--- src/rtl/regfile_sb_pkg.sv ---
// Shared widths, register count and index type for the scoreboarded register file.
package regfile_sb_pkg;
    localparam int DEF_DATA_W = 32;
    localparam int DEF_ADDR_W = 5;
    localparam int NUM_REGS   = 32;
    localparam int REG_ZERO   = 0;

    typedef logic [DEF_ADDR_W-1:0] reg_idx_t;
endpackage

--- src/rtl/regfile_sb_reg32.sv ---
// Single register with load enable and asynchronous active-low clear.
module reg32
    import regfile_sb_pkg::*;
#(
    parameter int W = DEF_DATA_W
) (
    input  logic         clock,
    input  logic         rst_n,
    input  logic         ld,
    input  logic [W-1:0] d,
    output logic [W-1:0] q
);
    always_ff @(posedge clock or negedge rst_n) begin
        if (!rst_n)  q <= '0;
        else if (ld) q <= d;
    end
endmodule

--- src/rtl/regfile_sb.sv ---
// MIPS register file with busy-bit scoreboard; $0 reads zero and is never busy.
// Optional same-cycle write-to-read bypass: define REGFILE_BYPASS_EN.
module regfile_sb
    import regfile_sb_pkg::*;
#(
    parameter int DATA_W = DEF_DATA_W,
    parameter int ADDR_W = DEF_ADDR_W
) (
    input  logic              clock,
    input  logic              ctrl_reset_n,
    input  logic              ctrl_writeEnable,
    input  logic [ADDR_W-1:0] ctrl_writeReg,
    input  logic [DATA_W-1:0] data_writeReg,
    input  logic [ADDR_W-1:0] ctrl_readRegA,
    input  logic [ADDR_W-1:0] ctrl_readRegB,
    output logic [DATA_W-1:0] data_readRegA,
    output logic [DATA_W-1:0] data_readRegB,
    input  logic              ctrl_issue,
    input  logic [ADDR_W-1:0] ctrl_issueReg,
    output logic              busy_A,
    output logic              busy_B
);
    localparam int N = 2**ADDR_W;

    logic [N-1:0]             wr_en;
    logic [N-1:0]             iss_en;
    logic [N-1:0][DATA_W-1:0] rf;
    logic [N-1:1]             busy_q;
    logic [N-1:0]             busy;

    always_comb begin
        wr_en  = '0;
        iss_en = '0;
        if (ctrl_writeEnable) wr_en[ctrl_writeReg]  = 1'b1;
        if (ctrl_issue)       iss_en[ctrl_issueReg] = 1'b1;
        wr_en[REG_ZERO]  = 1'b0;
        iss_en[REG_ZERO] = 1'b0;
    end

    assign rf[REG_ZERO] = '0;

    for (genvar k = 1; k < N; k++) begin : g_reg
        reg32 #(.W(DATA_W)) u_reg (
            .clock (clock),
            .rst_n (ctrl_reset_n),
            .ld    (wr_en[k]),
            .d     (data_writeReg),
            .q     (rf[k])
        );
    end

    // Set is applied after clear so a same-cycle issue outranks the retiring writer.
    always_ff @(posedge clock or negedge ctrl_reset_n) begin
        if (!ctrl_reset_n) busy_q <= '0;
        else               busy_q <= (busy_q & ~wr_en[N-1:1]) | iss_en[N-1:1];
    end

    assign busy = {busy_q, 1'b0};

`ifdef REGFILE_BYPASS_EN
    logic byp_a, byp_b;

    // Gated by reset so outputs stay zero while reset is held.
    assign byp_a = ctrl_reset_n && ctrl_writeEnable &&
                   (ctrl_writeReg == ctrl_readRegA) && (ctrl_readRegA != ADDR_W'(REG_ZERO));
    assign byp_b = ctrl_reset_n && ctrl_writeEnable &&
                   (ctrl_writeReg == ctrl_readRegB) && (ctrl_readRegB != ADDR_W'(REG_ZERO));

    assign data_readRegA = byp_a ? data_writeReg : rf[ctrl_readRegA];
    assign data_readRegB = byp_b ? data_writeReg : rf[ctrl_readRegB];
    assign busy_A        = byp_a ? 1'b0 : busy[ctrl_readRegA];
    assign busy_B        = byp_b ? 1'b0 : busy[ctrl_readRegB];
`else
    assign data_readRegA = rf[ctrl_readRegA];
    assign data_readRegB = rf[ctrl_readRegB];
    assign busy_A        = busy[ctrl_readRegA];
    assign busy_B        = busy[ctrl_readRegB];
`endif
endmodule

--- config.mk ---
export PLATFORM = sky130hd
export DESIGN_NAME = regfile_sb
export DESIGN_NICKNAME = d
export VERILOG_FILES = /design/src/rtl/regfile_sb_pkg.sv /design/src/rtl/regfile_sb_reg32.sv /design/src/rtl/regfile_sb.sv
export SDC_FILE = /design/constraint.sdc
export NUM_CORES = 2
export LEC_CHECK = 0
export CORE_AREA = 2 2 390 392
export DETAILED_ROUTE_END_ITERATION = 6
export DIE_AREA = 0 0 392 394
export HOLD_SLACK_MARGIN = 0.05
export PLACE_DENSITY_LB_ADDON = 0.05
export SLEW_MARGIN = 0
export SYNTH_ARGS = -nofsm -noshare
export SYNTH_HDL_FRONTEND = slang
export SYNTH_HIERARCHICAL = 1
export SYNTH_SLANG_ARGS = --single-unit
--- constraint.sdc ---
create_clock -name clock -period 6.55 [get_ports clock]
set_input_delay 1.31 -clock clock [delete_from_list [all_inputs] [get_ports clock]]
set_output_delay 1.31 -clock clock [all_outputs]
set_load 0.05 [all_outputs]
==> out/summary.txt <==
P_sw = 6.04 mW
Failing checks = DRC
Worst Hold Class = reg -> reg
Port Buffers = 121
Period Utilization, post-route = 87.5%
RSZ-0062 raised after global routing = false
Layout net count = 3,873
Synth Net Count = 3,777
Initial antenna violation count = 7
Setup TNS = 0 ns
Initial DRC count = 3,115
Root buf cell = clkbuf_16
Routed wire per std cell = 36.4 um
Die height = 394 um
Worst slew pin tran = 1.31 ns
Sequential Power Share = 41.1%
Reg2reg start = g_reg[1].u_reg/q[12]
Final Hold Fails = 0
Core ar. = 151,000 um2
Power Density = 316 nW/um2
Number of vias per cell = 6.22
CTS Sinks = 1,023
Post-CTS Hold Fix Bufs = 0
GP Congestion = 0.809
Power share of the clock group = 34.9%
Total Wirelength = 216,000 um
Detailed placement HPWL = 129,000 um
Most used cell, CP = buf_4
Pleak = 28.7 nW
Internal power = 15.0 mW
Placed Area = 62,300 um2
First-pass detailed-route iteration total = 7
H-tree depth = 4
Final setup violation count = 0
Die area = 154,000 um2
Crit path launch type = input port
CP max-delay cell = clkdlybuf4s50_1
Crit path max fanout = 59
Max_cap viols = 0
Postcts setup bufs = 0
Most common cell after layout, fill and taps aside = dfrtp_1
Gate power share = 24.1%
Fin crit period = 5.73 ns
Buf+Inv Stages, Crit Path = 4
Total GRT Usage = 28.0%
Drt drc = 2
Ys Warns = 6
CP peak stage delay = 0.81 ns
Mapped Area = 59,800 um2
Fraction of layout cells with a size suffix above 1 = 49.6%
Slew HR = 12.5%
Top Ports = 122
CP required = 5.24 ns
Die width = 392 um
CTS tree = done
DR vias = 37,000
Grt ovf = 0
Worst VDD drop = 0.000274 V
Syn Area/Cell = 16.1 um2
Area delta synth->final = 11.6%
Worst reg2reg setup slack = 5.72 ns
Worst Path Arrival = 4.42 ns
Yosys reg bits = 1,023
Vias in the first global route = 39,600
Post-DRT Antenna Nets = 0
Register area share after synthesis = 42.8%
Sw Share = 28.6%
Crit path max-delay family = buffers and inverters
Unique cell type count in the Yosys netlist = 31
Crit end category = primary output
CP Cell Sequence = buf_8 > nand2_2 > buf_4 > o22ai_1 > a211oi_1 > o31ai_1 > buf_4 > clkdlybuf4s50_1
Clock transition at path regs = 0.05 ns
First-pass GRT wire length = 310,000 um
Final Max Tran Viols = 0
Crit path kind = in -> out
PostCTS Resize Cnt = 0
Num CTS Buffers = 132
HP Start = g_reg[12].u_reg/q[31]
Worst skew pair latency = 0.74 ns
Most frequent cells in the layout = dfrtp_1 (1,023), mux2_4 (930), mux4_2 (396), a22o_1 (198), buf_4 (187)
Largest net degree at the start of global routing = 162
Post-Synthesis Cells = 3,721
Rows = 143
Fmax = 174 MHz
Final Skew = 0 ns
Crit path from = ctrl_readRegB[2]
Initial core utilization = 39.7%
Deepest clock path buffer count = 3
Status = complete, but fails checks
Final instance area = 66,700 um2
## synth_stat cells
cell | n | area, um2
a211oi_1 | 66 | 495
inv_1 | 4 | 15.0
and2_0 | 1 | 6.26
mux4_2 | 396 | 8920
o31ai_1 | 66 | 495
o41ai_1 | 3 | 26.3
or3b_2 | 4 | 35.0
buf_4 | 38 | 285
nor3b_1 | 2 | 15.0
a22o_1 | 198 | 1730
and2_1 | 34 | 213
nor2b_1 | 6 | 37.5
clkbuf_1 | 118 | 443
buf_2 | 35 | 175
mux2_2 | 128 | 1440
o22ai_1 | 66 | 413
nand2b_1 | 2 | 12.5
mux2_4 | 930 | 14000
or3_1 | 1 | 6.26
nand2_1 | 70 | 263
buf_1 | 18 | 67.6
o21ai_0 | 59 | 295
mux2i_1 | 165 | 1650
o21ai_1 | 66 | 330
dfrtp_1 | 1023 | 25600
nor2_1 | 35 | 131
buf_12 | 93 | 1860
nand3_1 | 4 | 20.0
buf_6 | 47 | 529
nand3b_1 | 10 | 75.1
and3_1 | 33 | 206
## power groups by stage
stage / Clock, mW / Combinational, mW / Sequential [mW]
finish: 7.35 / 5.07 / 8.66
global route: 7.77 / 5.36 / 8.79
CTS: 7.52 / 5.10 / 8.61
detailed placement: 0 / 5.08 / 8.68
global placement: 0 / 5.01 / 8.62
floorplan: 0 / 3.85 / 8.29
## area by class of cell
| type | instances | area [um2] |
|---|---|---|
| diodes | 1 | 2.50 |
| clock buffers | 195 | 3980 |
| clock inverters | 40 | 369 |
| fillers | 13300 | 84000 |
| inverters | 4 | 16.3 |
| multi-input cells | 2345 | 31100 |
| flip-flops and latches | 1023 | 25600 |
| well taps | 2030 | 2540 |
| repair buffers | 311 | 3080 |
## flip-flops by register name, summed over array words and instances, names as in the netlist
register / flops
g.u_reg/q: 992
busy_q: 31
## path summary, 6_finish.rpt
check,end,depth (start not counted)
worst max-delay path,data_readRegB[27],8
worst min-delay path,g_reg[12].u_reg/q[31],1
worst max register to register,g_reg[1].u_reg/q[12],1
worst min register to register,g_reg[12].u_reg/q[31],1
max in group asynchronous,g_reg[19].u_reg/q[20],3
min in group asynchronous,g_reg[24].u_reg/q[9],1
## routing by layer
| metal | track usage [%] | wire length (um) | vias to the layer above |
|---|---|---|---|
| met4 | 9.21 | 7150 | 2 |
| met3 | 5.51 | 14700 | 344 |
| met5 | 0 | 18 | - |
| met2 | 41.4 | 96200 | 1589 |
| li1 | - | - | 14600 |
| met1 | 41.2 | 98200 | 20400 |
## cells by family after synthesis
group	after synthesis	share of synthesized area (%)
compound gates	524	6.34
buf+inv	353	5.65
mux	1619	43.5
simple gates	202	1.71
flops	1023	42.8
## metrics by stage
| step | hold WS [ns] | util (%) | instances | power, mW | setup slack, ns |
|---|---|---|---|---|---|
| 3_5_place_dp | 0.512 | 41.4 | 5713 | 13.8 | 0.927 |
| 5_1_grt | 0.537 | 44.3 | 5949 | 21.9 | 0.823 |
| 3_3_place_gp | 0.506 | 41.4 | 5713 | 13.6 | 0.876 |
| 2_1_floorplan | 0.481 | - | 3721 | 12.1 | 1.70 |
| 4_1_cts | 0.525 | 44.3 | 5948 | 21.2 | 0.903 |
| 6_report | 0.526 | 44.3 | 5949 | 21.1 | 0.816 |
Power figures use the tool's default switching activity.
